## config.mk

```make
export PLATFORM = sky130hd
export DESIGN_NAME = uart_tx_fifo
export DESIGN_NICKNAME = d
export VERILOG_FILES = /design/src/rtl/uart_pkg.sv /design/src/rtl/sync_fifo.sv /design/src/rtl/uart_tx_fifo.sv
export SDC_FILE = /design/constraint.sdc
export NUM_CORES = 1
export LEC_CHECK = 0
export BUFFER_PORTS_ARGS = -buffer_cell sky130_fd_sc_hd__buf_2
export CAP_MARGIN = 5
export CORE_MARGIN = 2
export CORE_UTILIZATION = 40
export CTS_CLUSTER_SIZE = 28
export DETAILED_ROUTE_END_ITERATION = 8
export GPL_TIMING_DRIVEN = 0
export MAX_ROUTING_LAYER = met4
export SYNTH_ARGS = -nofsm -noshare
export SYNTH_HDL_FRONTEND = slang
export SYNTH_SLANG_ARGS = --single-unit
```

## constraint.sdc

```tcl
create_clock -name clk -period 4.1 [get_ports clk]
set_input_delay 0.615 -clock clk [delete_from_list [all_inputs] [get_ports clk]]
set_output_delay 0.615 -clock clk [all_outputs]
set_load 0.01 [all_outputs]
```

## src/rtl/uart_pkg.sv

```systemverilog
// uart_pkg: shared types and defaults for the buffered UART transmit path
// Ports: none (package)
package uart_pkg;
  typedef enum logic [1:0] {IDLE, LAUNCH, WAIT_BUSY, WAIT_DONE} tx_fifo_state_t;
  localparam int DATA_BITS = 8;
endpackage

```

## src/rtl/sync_fifo.sv

```systemverilog
// sync_fifo: single-clock FIFO with registered head read and registered flags
// Ports: clk/rst; push+wr_data write; pop loads rd_data from the head on the same edge;
//        count, full, empty describe the stored entries
module sync_fifo #(
  parameter int DATA_WIDTH = 8,
  parameter int DEPTH = 16
) (
  input  logic                       clk,
  input  logic                       rst,
  input  logic                       push,
  input  logic [DATA_WIDTH-1:0]      wr_data,
  input  logic                       pop,
  output logic [DATA_WIDTH-1:0]      rd_data,
  output logic [$clog2(DEPTH):0]     count,
  output logic                       full,
  output logic                       empty
);
  localparam int AW = $clog2(DEPTH);
  logic [DATA_WIDTH-1:0] mem [DEPTH];
  logic [AW-1:0] wr_ptr, rd_ptr;
  logic [AW:0] next_count;
  logic do_push, do_pop;
  assign do_push = push && !full;
  assign do_pop = pop && !empty;
  assign next_count = count + {{AW{1'b0}}, do_push} - {{AW{1'b0}}, do_pop};
  always_ff @(posedge clk)
    if (do_push) mem[wr_ptr] <= wr_data;
  always_ff @(posedge clk) begin
    if (rst) begin
      wr_ptr <= '0;
      rd_ptr <= '0;
      count <= '0;
      full <= 1'b0;
      empty <= 1'b1;
      rd_data <= '0;
    end else begin
      wr_ptr <= wr_ptr + AW'(do_push);
      rd_ptr <= rd_ptr + AW'(do_pop);
      count <= next_count;
      full <= next_count == (AW+1)'(DEPTH);
      empty <= next_count == '0;
      rd_data <= do_pop ? mem[rd_ptr] : rd_data;
    end
  end
endmodule

```

## src/rtl/uart_tx_fifo.sv

```systemverilog
// uart_tx_fifo: buffers pushed bytes and launches them into uart_tx one at a time, paced by its busy flag
// Ports: clk/rst; i_data_valid+i_data push side with o_full/o_empty/o_count/o_overflow status;
//        o_tx_data_valid+o_tx_data launch toward uart_tx, i_tx_busy is uart_tx o_busy
module uart_tx_fifo
  import uart_pkg::*;
#(
  parameter int DATA_BITS = uart_pkg::DATA_BITS,
  parameter int DEPTH = 16,
  parameter int BUSY_WAIT_CYCLES = 4
) (
  input  logic                   clk,
  input  logic                   rst,
  input  logic                   i_data_valid,
  input  logic [DATA_BITS-1:0]   i_data,
  output logic                   o_full,
  output logic                   o_empty,
  output logic [$clog2(DEPTH):0] o_count,
  output logic                   o_overflow,
  output logic                   o_tx_data_valid,
  output logic [DATA_BITS-1:0]   o_tx_data,
  input  logic                   i_tx_busy
);
  localparam int GW = $clog2(BUSY_WAIT_CYCLES + 2);
  tx_fifo_state_t state, next_state;
  logic [GW-1:0] guard;
  logic [DATA_BITS-1:0] head;
  logic pop;
  assign pop = state == IDLE && !o_empty && !i_tx_busy;
  sync_fifo #(.DATA_WIDTH(DATA_BITS), .DEPTH(DEPTH)) u_fifo (
    .clk(clk),
    .rst(rst),
    .push(i_data_valid),
    .wr_data(i_data),
    .pop(pop),
    .rd_data(head),
    .count(o_count),
    .full(o_full),
    .empty(o_empty)
  );
  always_comb begin
    next_state = state;
    case (state)
      IDLE:      next_state = pop ? LAUNCH : IDLE;
      LAUNCH:    next_state = WAIT_BUSY;
      // uart_tx that never raises busy must not stall the queue forever
      WAIT_BUSY: next_state = i_tx_busy ? WAIT_DONE : (guard <= GW'(1)) ? IDLE : WAIT_BUSY;
      WAIT_DONE: next_state = i_tx_busy ? WAIT_DONE : IDLE;
      default:   next_state = IDLE;
    endcase
  end
  always_ff @(posedge clk) begin
    if (rst) begin
      state <= IDLE;
      guard <= '0;
      o_overflow <= 1'b0;
      o_tx_data_valid <= 1'b0;
      o_tx_data <= '0;
    end else begin
      state <= next_state;
      guard <= state == LAUNCH ? GW'(BUSY_WAIT_CYCLES) : (state == WAIT_BUSY && !i_tx_busy) ? guard - GW'(1) : guard;
      o_overflow <= i_data_valid && o_full;
      o_tx_data_valid <= state == LAUNCH;
      o_tx_data <= state == LAUNCH ? head : o_tx_data;
    end
  end
endmodule

```

Yosys cells after proc, flatten, opt, wreduce, memory -nomap -nowiden
Memories as Yosys holds them, arrays and structs flattened. A register that Yosys moved wholly into a read port is not among the register bits.
Cells that the tools add are included.
Widths: inputs -> output; s select.
{"block": "word_totals", "regBits": 30, "latchBits": 0, "ramBits": 128, "romBits": 0, "in_bits": 12, "out_inout_bits": 17, "mem_count": 1}
{"memory": "u_fifo.mem", "words": 16, "width": 8, "read_ports": 1, "rd_ports_with_merged_regs": 1, "wr": 1, "line": "sync_fifo.sv:19", "rtl": "logic [DATA_WIDTH-1:0] mem [DEPTH];"}
{"block": "op_classes", "n_addsub": 5, "multipliers": 0, "div_mod_pow": 0, "n_lt_le_gt_ge": 1, "eq_ne": 4, "shifts": 0, "mux": 9, "bitwise_logic": 0, "n_reduce_logical": 13}
{"operator": "$add 4x1->4", "n": 2}
{"operator": "$pmux 2 s4", "n": 1}
{"operator": "$logic_and 1x1->1", "n": 6}
{"operator": "$mux 2", "n": 3}
{"operator": "$mux 3", "n": 2}
{"operator": "$add 5x1->5", "n": 1}
{"operator": "$eq 5x5->1 const B", "n": 1}
{"operator": "$logic_not 5->1", "n": 1}
{"operator": "$sub 5x1->5", "n": 1}
{"operator": "$eq 2x2->1 const B", "n": 2}
{"operator": "$le 3x1->1 const B", "n": 1}
{"operator": "$logic_not 1->1", "n": 3}
{"operator": "$mux 1", "n": 3}
{"operator": "$sub 3x1->3 const B", "n": 1}
{"operator": "$eq 2x1->1 const B", "n": 1}
{"operator": "$logic_not 2->1", "n": 1}
{"operator": "$reduce_bool 2->1", "n": 1}
{"operator": "$reduce_or 2->1", "n": 1}

Longest topological paths before layout
Gate-level depths: netlist of the first run.
{"block": "depth", "depth_word": 6, "ltp_mapped": 11, "depth_no_buf": 10}

By module
Synthesis of the first run repeated with hierarchy kept, for this count alone.
{"block": "hier_totals", "cells_unflattened": 410, "area_unflattened_um2": 6739.0}
{"module": "sync_fifo", "n_inst": 1, "cells_per_inst": 334, "area_per_inst_um2": 6002.0, "seq_area_each_um2": 4304.1}
{"module": "uart_tx_fifo", "n_inst": 1, "cells_per_inst": 76, "area_per_inst_um2": 737.0, "seq_area_each_um2": 300.3}

Worst setup path before layout of the first run
OpenSTA, ideal clock, no wires.
{"block": "synth_path", "path_kind": "input port to flip-flop", "start": "in i_tx_busy", "end": "reg u_fifo.full", "arrival_time_ns": 3.014, "required_time_ns": 3.986, "setup_slack_ns": 0.972, "path_stages": 10, "path_buffers": 1, "path_cell_list": "buf_6 > nor4_1 > ha_1 > inv_1 > ha_1 > inv_1 > fa_1 > xnor2_1 > or3b_2 > a2111oi_0"}
{"block": "synth_between", "elab_chain_len": 5}
{"item": "start: declaration", "line": "uart_tx_fifo.sv:21", "rtl": "input logic i_tx_busy"}
{"item": "$logic_not 1->1", "line": "uart_tx_fifo.sv:28", "rtl": "assign pop = state == IDLE && !o_empty && !i_tx_busy;"}
{"item": "$logic_and 1x1->1", "line": "uart_tx_fifo.sv:28"}
{"item": "$logic_and 1x1->1", "line": "sync_fifo.sv:24", "rtl": "assign do_pop = pop && !empty;"}
{"item": "net u_fifo.do_pop", "line": "sync_fifo.sv:22", "rtl": "logic do_push, do_pop;"}
{"item": "$sub 5x1->5", "line": "sync_fifo.sv:25", "rtl": "assign next_count = count + {{AW{1'b0}}, do_push} - {{AW{1'b0}}, do_pop};"}
{"item": "$eq 5x5->1", "line": "sync_fifo.sv:40", "rtl": "full <= next_count == (AW+1)'(DEPTH);"}
{"item": "end signal: assignment", "line": "sync_fifo.sv:40"}
{"item": "end: declaration", "line": "sync_fifo.sv:15", "rtl": "output logic full,"}
The timed path passes the listed nets, and every way through them passes these cells.
A chain may end at the register's enable or synchronous reset.

Final worst setup path of the first run
{"block": "layout_path", "start": "reg state[1]", "end": "reg u_fifo.full"}
{"block": "layout_between", "elab_chain_len": 6}
{"item": "start: declaration", "line": "uart_tx_fifo.sv:24", "rtl": "tx_fifo_state_t state, next_state;"}
{"item": "start signal: assignment", "line": "uart_tx_fifo.sv:59", "rtl": "state <= next_state;"}
{"item": "$logic_not 2->1", "line": "uart_tx_fifo.sv:28"}
{"item": "$logic_and 1x1->1 (2 in series)", "line": "uart_tx_fifo.sv:28"}
{"item": "$logic_and 1x1->1", "line": "sync_fifo.sv:24"}
{"item": "net u_fifo.do_pop", "line": "sync_fifo.sv:22"}
{"item": "$sub 5x1->5", "line": "sync_fifo.sv:25"}
{"item": "$eq 5x5->1", "line": "sync_fifo.sv:40"}
The timed path passes the listed nets, and every way through them passes these cells.

==> results.py, run 1 <==
metrics = {
    "run_status": {
        "outcome": "finished clean",
    },
    "logic_synthesis": {
        "synthesis.nets": 428,
        "synth_top_area_share_pct": 58.43,
        "synth.most_common_cell": "edfxtp_1",
        "ys_warn_count": 0,
        "syn_avg_cell_area_um2": 16.28,
        "synthFlopType": "edfxtp_1",
        "netlist_top_cells_count": "edfxtp_1 (128), dfxtp_1 (38), nor2_1 (26)",
        "synth.yosys.seq_area_share_pct": 69.99,
        "async_flop_share_pct": 0,
        "synth-edff-count": 128,
        "yosysTopAreaCell": "edfxtp_1",
        "yosysUniqueCellTypes": 48,
        "synthesis.area_mm2": 0.006579,
        "synth_area_leaders": "edfxtp_1 (58%), dfxtp_1 (12%), mux4_2 (8.2%)",
        "synth_seq_cells": 166,
        "syn-instance-count": 404,
    },
    "worst_setup_path": {
        "cp.required_ns": 4.38,
        "crit_path_max_fanout": 10,
        "crit_arrival_ns": 3.73,
        "cp_slowest_cell": "nor4_1",
        "cp-end-kind": "flip-flop",
        "cpPeakStageDelay_ns": 0.69,
        "worstSetupPathType": "flip-flop to flip-flop",
        "critical_path.cell_chain": "clkbuf_1 -> nor4_1 -> ha_1 -> inv_1 -> ha_1 -> inv_1 -> fa_1 -> xnor2_1 -> or3b_2 -> a2111oi_0",
        "start_kind": "flip-flop",
    },
    "timing": {
        "hold_viol": 0,
        "slew_violations": 0,
        "whs_ns": 0.4315,
        "slew_headroom_pct": 34.85,
        "final.period_utilization_pct": 84.21,
        "rsz0062_at_grt": "false",
        "fin_crit_ns": 3.452,
        "worst_slack_ns": 0.6475,
        "setup_tns_ns": 0,
        "setup_viol": 0,
        "finalClockSkew_ns": 0.01278,
        "fmax_mhz": 289.6,
        "worstMarginPinSlew_ns": 0.9736,
    },
    "global_routing": {
        "antenna_found_initial": 0,
        "grt_max_degree": 17,
        "grt_usage_pct": 16.35,
        "grt_pass1_wl_mm": 20.33,
        "grt_pass1_vias": 3498,
        "grt_overflow": 0,
    },
    "layout": {
        "layout.nets": 476,
        "drive_above_1_share_pct": 22.15,
        "final_cell_count_no_fill": 681,
        "final_util_pct": 47.50,
        "areaGrowthSynthToFinish_pct": 15.52,
        "n_antenna_cell": 0,
    },
    "placement": {
        "dp_cells": 649,
        "dp_hpwl_mm": 8.832,
        "dp_slack_ns": 0.4717,
        "gp_congestion": 0.7232,
        "numPortBuffers": 27,
    },
    "die": {
        "dieArea_mm2": 0.01749,
        "die_h_um": 132.2,
        "core_mm2": 0.01600,
        "rows": 46,
        "ios": 29,
        "die_w_um": 132.2,
        "start_util_pct": 41.12,
    },
    "drt": {
        "drc": 0,
        "wire_per_inst_um": 19.14,
        "drtAntennaViolNets": 0,
        "vias_per_cell": 5.135,
        "wl_mm": 13.04,
        "num_vias": 3497,
        "drtPass1Iterations": 4,
        "initialDrtViolationCount": 340,
    },
    "clock_tree": {
        "clock_latency_ns": 0.43,
        "h-tree-depth": 4,
        "cts_made_buffers": 17,
        "clkTransAtPathRegs_ns": 0.06,
        "clkSinkCount": 166,
        "cts_setup_buffers": 0,
        "clock_path_buffers": 2,
        "tritoncts": "done",
        "hold_buffers": 0,
        "cts_resized": 0,
        "cts_root_buf": "clkbuf_16",
    },
    "worst_hold_path": {
        "holdCritPathClass": "input port to flip-flop",
    },
    "job": {
        "drv_cap": 0,
    },
    "pwr": {
        "p_leak_nw": 2.525,
        "ir_drop_v": 0.0003403,
        "powerDensity_mw_per_mm2": 558.5,
    },
}
==> per-layer routing <==
metal	up-vias	share of wire [%]	global-route usage, %
met1	1764	47	21.72
met2	74	48	24.94
met3	14	4.2	3.691
met5	-	0	-
li1	1645	-	-
met4	0	1.4	5.735
==> critical path: cells and delay by family, from the launching register on <==
kind                     cells  cell delay [ns]
AO/OA/AOI/OAI                1             0.46
adder cells (fa/ha/maj)      3             0.90
AND/OR/NAND/NOR              2             1.15
flip-flops                   1             0.32
XOR/XNOR                     1             0.17
buffers and inverters        3             0.32
==> kinds of logic after synthesis <==
group,synth area share [%]
flops,69.99
xor+xnor,1.065
buf+inv,2.282
fa+ha+maj,2.396
simple gates,7.075
mux,11.92
compound gates,5.269
==> cell usage in the layout, fill, tap and decap left out, drive strengths merged, types with 3 or more instances in the layout <==
cell,synthesis,routed
a21o,3,3
a21oi,14,14
a221o,3,3
a22oi,5,5
a32oi,3,3
buf,11,40
clkbuf,9,32
clkinv,0,3
dfxtp,38,38
edfxtp,128,128
ha,11,11
inv,11,14
mux2,3,3
mux2i,21,21
mux4,24,24
nand2,23,23
nand2b,6,6
nand3,5,5
nor2,26,26
nor2b,13,13
nor3,7,7
o21ai,5,5
xnor2,4,4
xor2,4,4
==> per-stage QoR <==
| step | cell area, um2 | power, mW |
|---|---|---|
| finish | 7600 | 4.245 |
| global route | 7600 | 4.429 |
| CTS | 7600 | 4.284 |
| detailed placement | 7004 | 2.715 |
| global placement | 6984 | 2.681 |
| floorplan | 6579 | 2.507 |
==> area by class of cell <==
cell class | instances | area (um2)
fillers | 1438 | 8401
inverters | 11 | 41.29
plain buffers | 20 | 108.9
clock buffers | 23 | 510.5
repair buffers | 29 | 145.1
flip-flops and latches | 166 | 4604
well taps | 216 | 270.3
clock inverters | 9 | 85.08
multi-input cells | 207 | 1834
==> worst paths after layout <==
kind / startpoint / end / slack (ns) / depth (start not counted)
setup / recovery: state[1]$_SDFF_PP0_ / u_fifo.full$_SDFF_PP0_ / 0.65 / 10
hold / removal: i_data_valid / o_overflow$_SDFF_PP0_ / 0.43 / 3
setup reg to reg: state[1]$_SDFF_PP0_ / u_fifo.full$_SDFF_PP0_ / 0.65 / 10
hold reg to reg: o_tx_data[7]$_SDFFE_PP0P_ / o_tx_data[7]$_SDFFE_PP0P_ / 0.45 / 2
==> flip-flops by register name, indices dropped and copies added (netlist names) <==
register,cells
u_fifo.mem,128
o_tx_data,8
u_fifo.rd_data,8
u_fifo.count,5
u_fifo.rd_ptr,4
u_fifo.wr_ptr,4
guard,3
state,2
o_overflow,1
o_tx_data_valid,1
u_fifo.empty,1
u_fifo.full,1
==> where the power goes <==
part / internal (mW) / switching (mW) / total [mW]
Combinational: 0.326 / 0.384 / 0.710
Sequential: 1.91 / 0.0539 / 1.96
Clock: 0.942 / 0.630 / 1.57
Note: power is estimated with default switching activity, not from simulation.
==> inputs of run 2 (changes only) <==
--- a/config.mk
+++ b/config.mk
@@ -5,6 +5,7 @@
 export SDC_FILE = /design/constraint.sdc
 export NUM_CORES = 1
 export LEC_CHECK = 0
+export ABC_AREA = 1
 export BUFFER_PORTS_ARGS = -buffer_cell sky130_fd_sc_hd__buf_2
 export CAP_MARGIN = 5
 export CORE_MARGIN = 2
==> constraint.sdc (replaced) <==
create_clock -name clk -period 3.3 [get_ports clk]
set_input_delay 0.495 -clock clk [delete_from_list [all_inputs] [get_ports clk]]
set_output_delay 0.495 -clock clk [all_outputs]
set_load 0.01 [all_outputs]
==> run 2 against run 1 <==
  * Count of clock-buffer cells in the layout shrank 5
  * Global-route usage up 3.6 points
  * Via count rose by 41%
  * Worst hold slack worse by 0.14 ns
  * Wire length increased by 32%
  * First-iteration DRC count is 40% higher
  * Die area increased by 7.3%
  * Synthesized cell count up 76%
  * Flip-flop and latch count stayed put
  * Worst setup slack got worse by 0.21 ns
  * Largest cell class unchanged
  * Largest power group unchanged
  * Highest routed layer unchanged
==> results.py, run 2 <==
metrics = {
    "worst_setup_path": {
        "crit_start": "state[1]$_SDFF_PP0_",
        "worstSetupPathType": "flip-flop to flip-flop",
        "r2r-end": "u_fifo.full$_SDFF_PP0_",
        "start_kind": "flip-flop",
        "reg2reg_slack_ns": 0.44,
        "crit_end": "u_fifo.full$_SDFF_PP0_",
        "cp.required_ns": 3.63,
        "cpPeakStageDelay_ns": 0.41,
        "cp_slowest_cell": "ha_1",
        "cp-end-kind": "flip-flop",
        "crit_path_max_fanout": 10,
        "crit_path_frequent_cell": "inv_1",
        "rr_worst_depth": 12,
        "timing.rr.start": "state[1]$_SDFF_PP0_",
        "critical_path_depth": 12,
        "critical_path.cell_chain": "inv_1 -> nand3_2 -> clkinv_1 -> ha_1 -> inv_1 -> ha_1 -> inv_1 -> fa_1 -> o21ai_0 -> xnor2_1 -> inv_1 -> nor3_1",
        "worst-path-buf-inv": 5,
        "crit_arrival_ns": 3.20,
        "cp_top_family": "adder cells",
    },
    "timing": {
        "fmax_mhz": 349.6,
        "setup_tns_ns": 0,
        "slew_headroom_pct": 34.48,
        "slew_violations": 0,
        "fin_crit_ns": 2.860,
        "final.period_utilization_pct": 86.68,
        "setup_viol": 0,
        "finalClockSkew_ns": 0.01194,
        "whs_ns": 0.2931,
        "hold_viol": 0,
        "worstMarginPinSlew_ns": 0.9792,
        "rsz0062_at_grt": "false",
    },
    "die": {
        "die_w_um": 137,
        "core_mm2": 0.01730,
        "ios": 29,
        "start_util_pct": 40.91,
        "die_h_um": 137,
        "rows": 48,
        "dieArea_mm2": 0.01877,
    },
    "layout": {
        "final_cell_mix": "nand2_1 (214), edfxtp_1 (128), inv_1 (108), nand3_1 (103), buf_2 (42)",
        "top_regs": "u_fifo.mem x128, o_tx_data x8, u_fifo.rd_data x8",
        "largest_reg_flops": 128,
        "areaGrowthSynthToFinish_pct": 14.50,
        "drive_above_1_share_pct": 11.01,
        "layout.nets": 783,
        "layout_commonest_cell": "nand2_1",
        "largest_register": "u_fifo.mem",
        "n_antenna_cell": 0,
        "final_cell_count_no_fill": 997,
        "fill_cells": 1604,
    },
    "logic_synthesis": {
        "async_flop_share_pct": 0,
        "synthesis.area_mm2": 0.007076,
        "synth_area_leaders": "edfxtp_1 (54%), nand2_1 (11%), dfxtp_1 (11%)",
        "syn-instance-count": 713,
        "synth.yosys.seq_area_share_pct": 65.08,
        "synthesis.nets": 737,
        "synth.most_common_cell": "nand2_1",
        "synth_top_area_share_pct": 54.32,
        "synthFlopType": "edfxtp_1",
        "synth_seq_cells": 166,
        "yosysUniqueCellTypes": 26,
        "syn_avg_cell_area_um2": 9.924,
        "ys_warn_count": 0,
        "yosysTopAreaCell": "edfxtp_1",
        "netlist_top_cells_count": "nand2_1 (214), edfxtp_1 (128), inv_1 (108)",
        "synth-edff-count": 128,
    },
    "run_status": {
        "outcome": "finished clean",
    },
    "clock_tree": {
        "cts_made_buffers": 17,
        "cts_root_buf": "clkbuf_16",
        "hold_buffers": 0,
        "cts_resized": 0,
        "cts_setup_buffers": 0,
        "h-tree-depth": 4,
        "clkTransAtPathRegs_ns": 0.07,
        "clkSinkCount": 166,
        "clock_latency_ns": 0.43,
        "clock_path_buffers": 2,
        "tritoncts": "done",
    },
    "global_routing": {
        "grt_pass1_wl_mm": 26.03,
        "grt_overflow": 0,
        "top_usage_layer": "met2",
        "grt_use_met3_pct": 4.481,
        "use_met1_pct": 26.25,
        "antenna_found_initial": 0,
        "globalRouteMet2Util_pct": 30.82,
        "grt_usage_pct": 19.91,
        "grt_pass1_vias": 4555,
        "grt_max_degree": 17,
    },
    "pwr": {
        "ir_drop_v": 0.0006535,
        "p_leak_nw": 3.440,
        "powerDensity_mw_per_mm2": 694.3,
        "finalPower_mw": 5.625,
    },
    "drt": {
        "drtPass1Iterations": 5,
        "drtAntennaViolNets": 0,
        "initialDrtViolationCount": 476,
        "wire_per_inst_um": 17.29,
        "wl_mm": 17.24,
        "drc": 0,
        "num_vias": 4917,
        "vias_per_cell": 4.932,
    },
    "placement": {
        "numPortBuffers": 27,
        "dp_hpwl_mm": 11.58,
        "dp_cells": 965,
        "gp_congestion": 0.8446,
    },
    "job": {
        "drv_cap": 0,
    },
    "worst_hold_path": {
        "holdCritPathClass": "input port to flip-flop",
    },
}
run 2: worst min-delay path: stages:
cell and delay [ns]:
buf_2 0.10, nand2_1 0.05, nor2_1 0.03
run 2: worst min path at each step:
stage | from | depth (start not counted) | slack [ns] | to
floorplan | u_fifo.rd_data[0]$_SDFFE_PP0P_ | 2 | 0.45 | o_tx_data[0]$_SDFFE_PP0P_
global placement | u_fifo.full$_SDFF_PP0_ | 2 | 0.45 | o_overflow$_SDFF_PP0_
detailed placement | u_fifo.full$_SDFF_PP0_ | 2 | 0.45 | o_overflow$_SDFF_PP0_
CTS | i_data_valid | 3 | 0.28 | o_overflow$_SDFF_PP0_
finish | i_data_valid | 3 | 0.29 | o_overflow$_SDFF_PP0_
global route | i_data_valid | 3 | 0.29 | o_overflow$_SDFF_PP0_
run 2: cell type report:
class	instances	area, um2	share of cell area, %
Multi-Input combinational cell	406	1856	22.90
Tap cell	225	281.5	3.475
Inverter	112	420.4	5.189
Clock inverter	14	180.2	2.224
Sequential cell	166	4604	56.83
Timing Repair Buffer	27	135.1	1.668
Buffer	29	195.2	2.409
Clock buffer	18	429.2	5.297
run 2: through the flow:
stage / instance area (um2) / setup WS [ns] / util [%]
after detailed placement: 7492 / 0.2524 / 43.32
after global routing: 8102 / 0.2097 / 46.84
final: 8102 / 0.4397 / 46.84
after CTS: 8102 / 0.4361 / 46.84
after floorplan: 7076 / 0.8872 / -
after global placement: 7492 / 0.1880 / 43.32
run 2: cells by family after synthesis:
kind of cell             after synthesis  share of synthesized area (%)
AND/OR/NAND/NOR                      355                          20.85
flip-flops                           166                          65.08
adder cells (fa/ha/maj)               12                          2.228
AO/OA/AOI/OAI                         34                          2.529
buffers and inverters                141                          8.700
XOR/XNOR                               5                         0.6190
run 2: per-layer routing:
| metal | wire (um) | part of all wire (%) |
|---|---|---|
| met5 | 0 | 0 |
| met3 | 1180 | 6.8 |
| met2 | 8115 | 47 |
| met4 | 282 | 1.6 |
| met1 | 7662 | 44 |
run 2: report_power, final:
part	internal [mW]	total, mW	switching (mW)
sequential	2.38	2.44	0.0584
combinational	0.378	1.13	0.751
clock	1.26	2.05	0.794
total	4.02	5.62	1.60
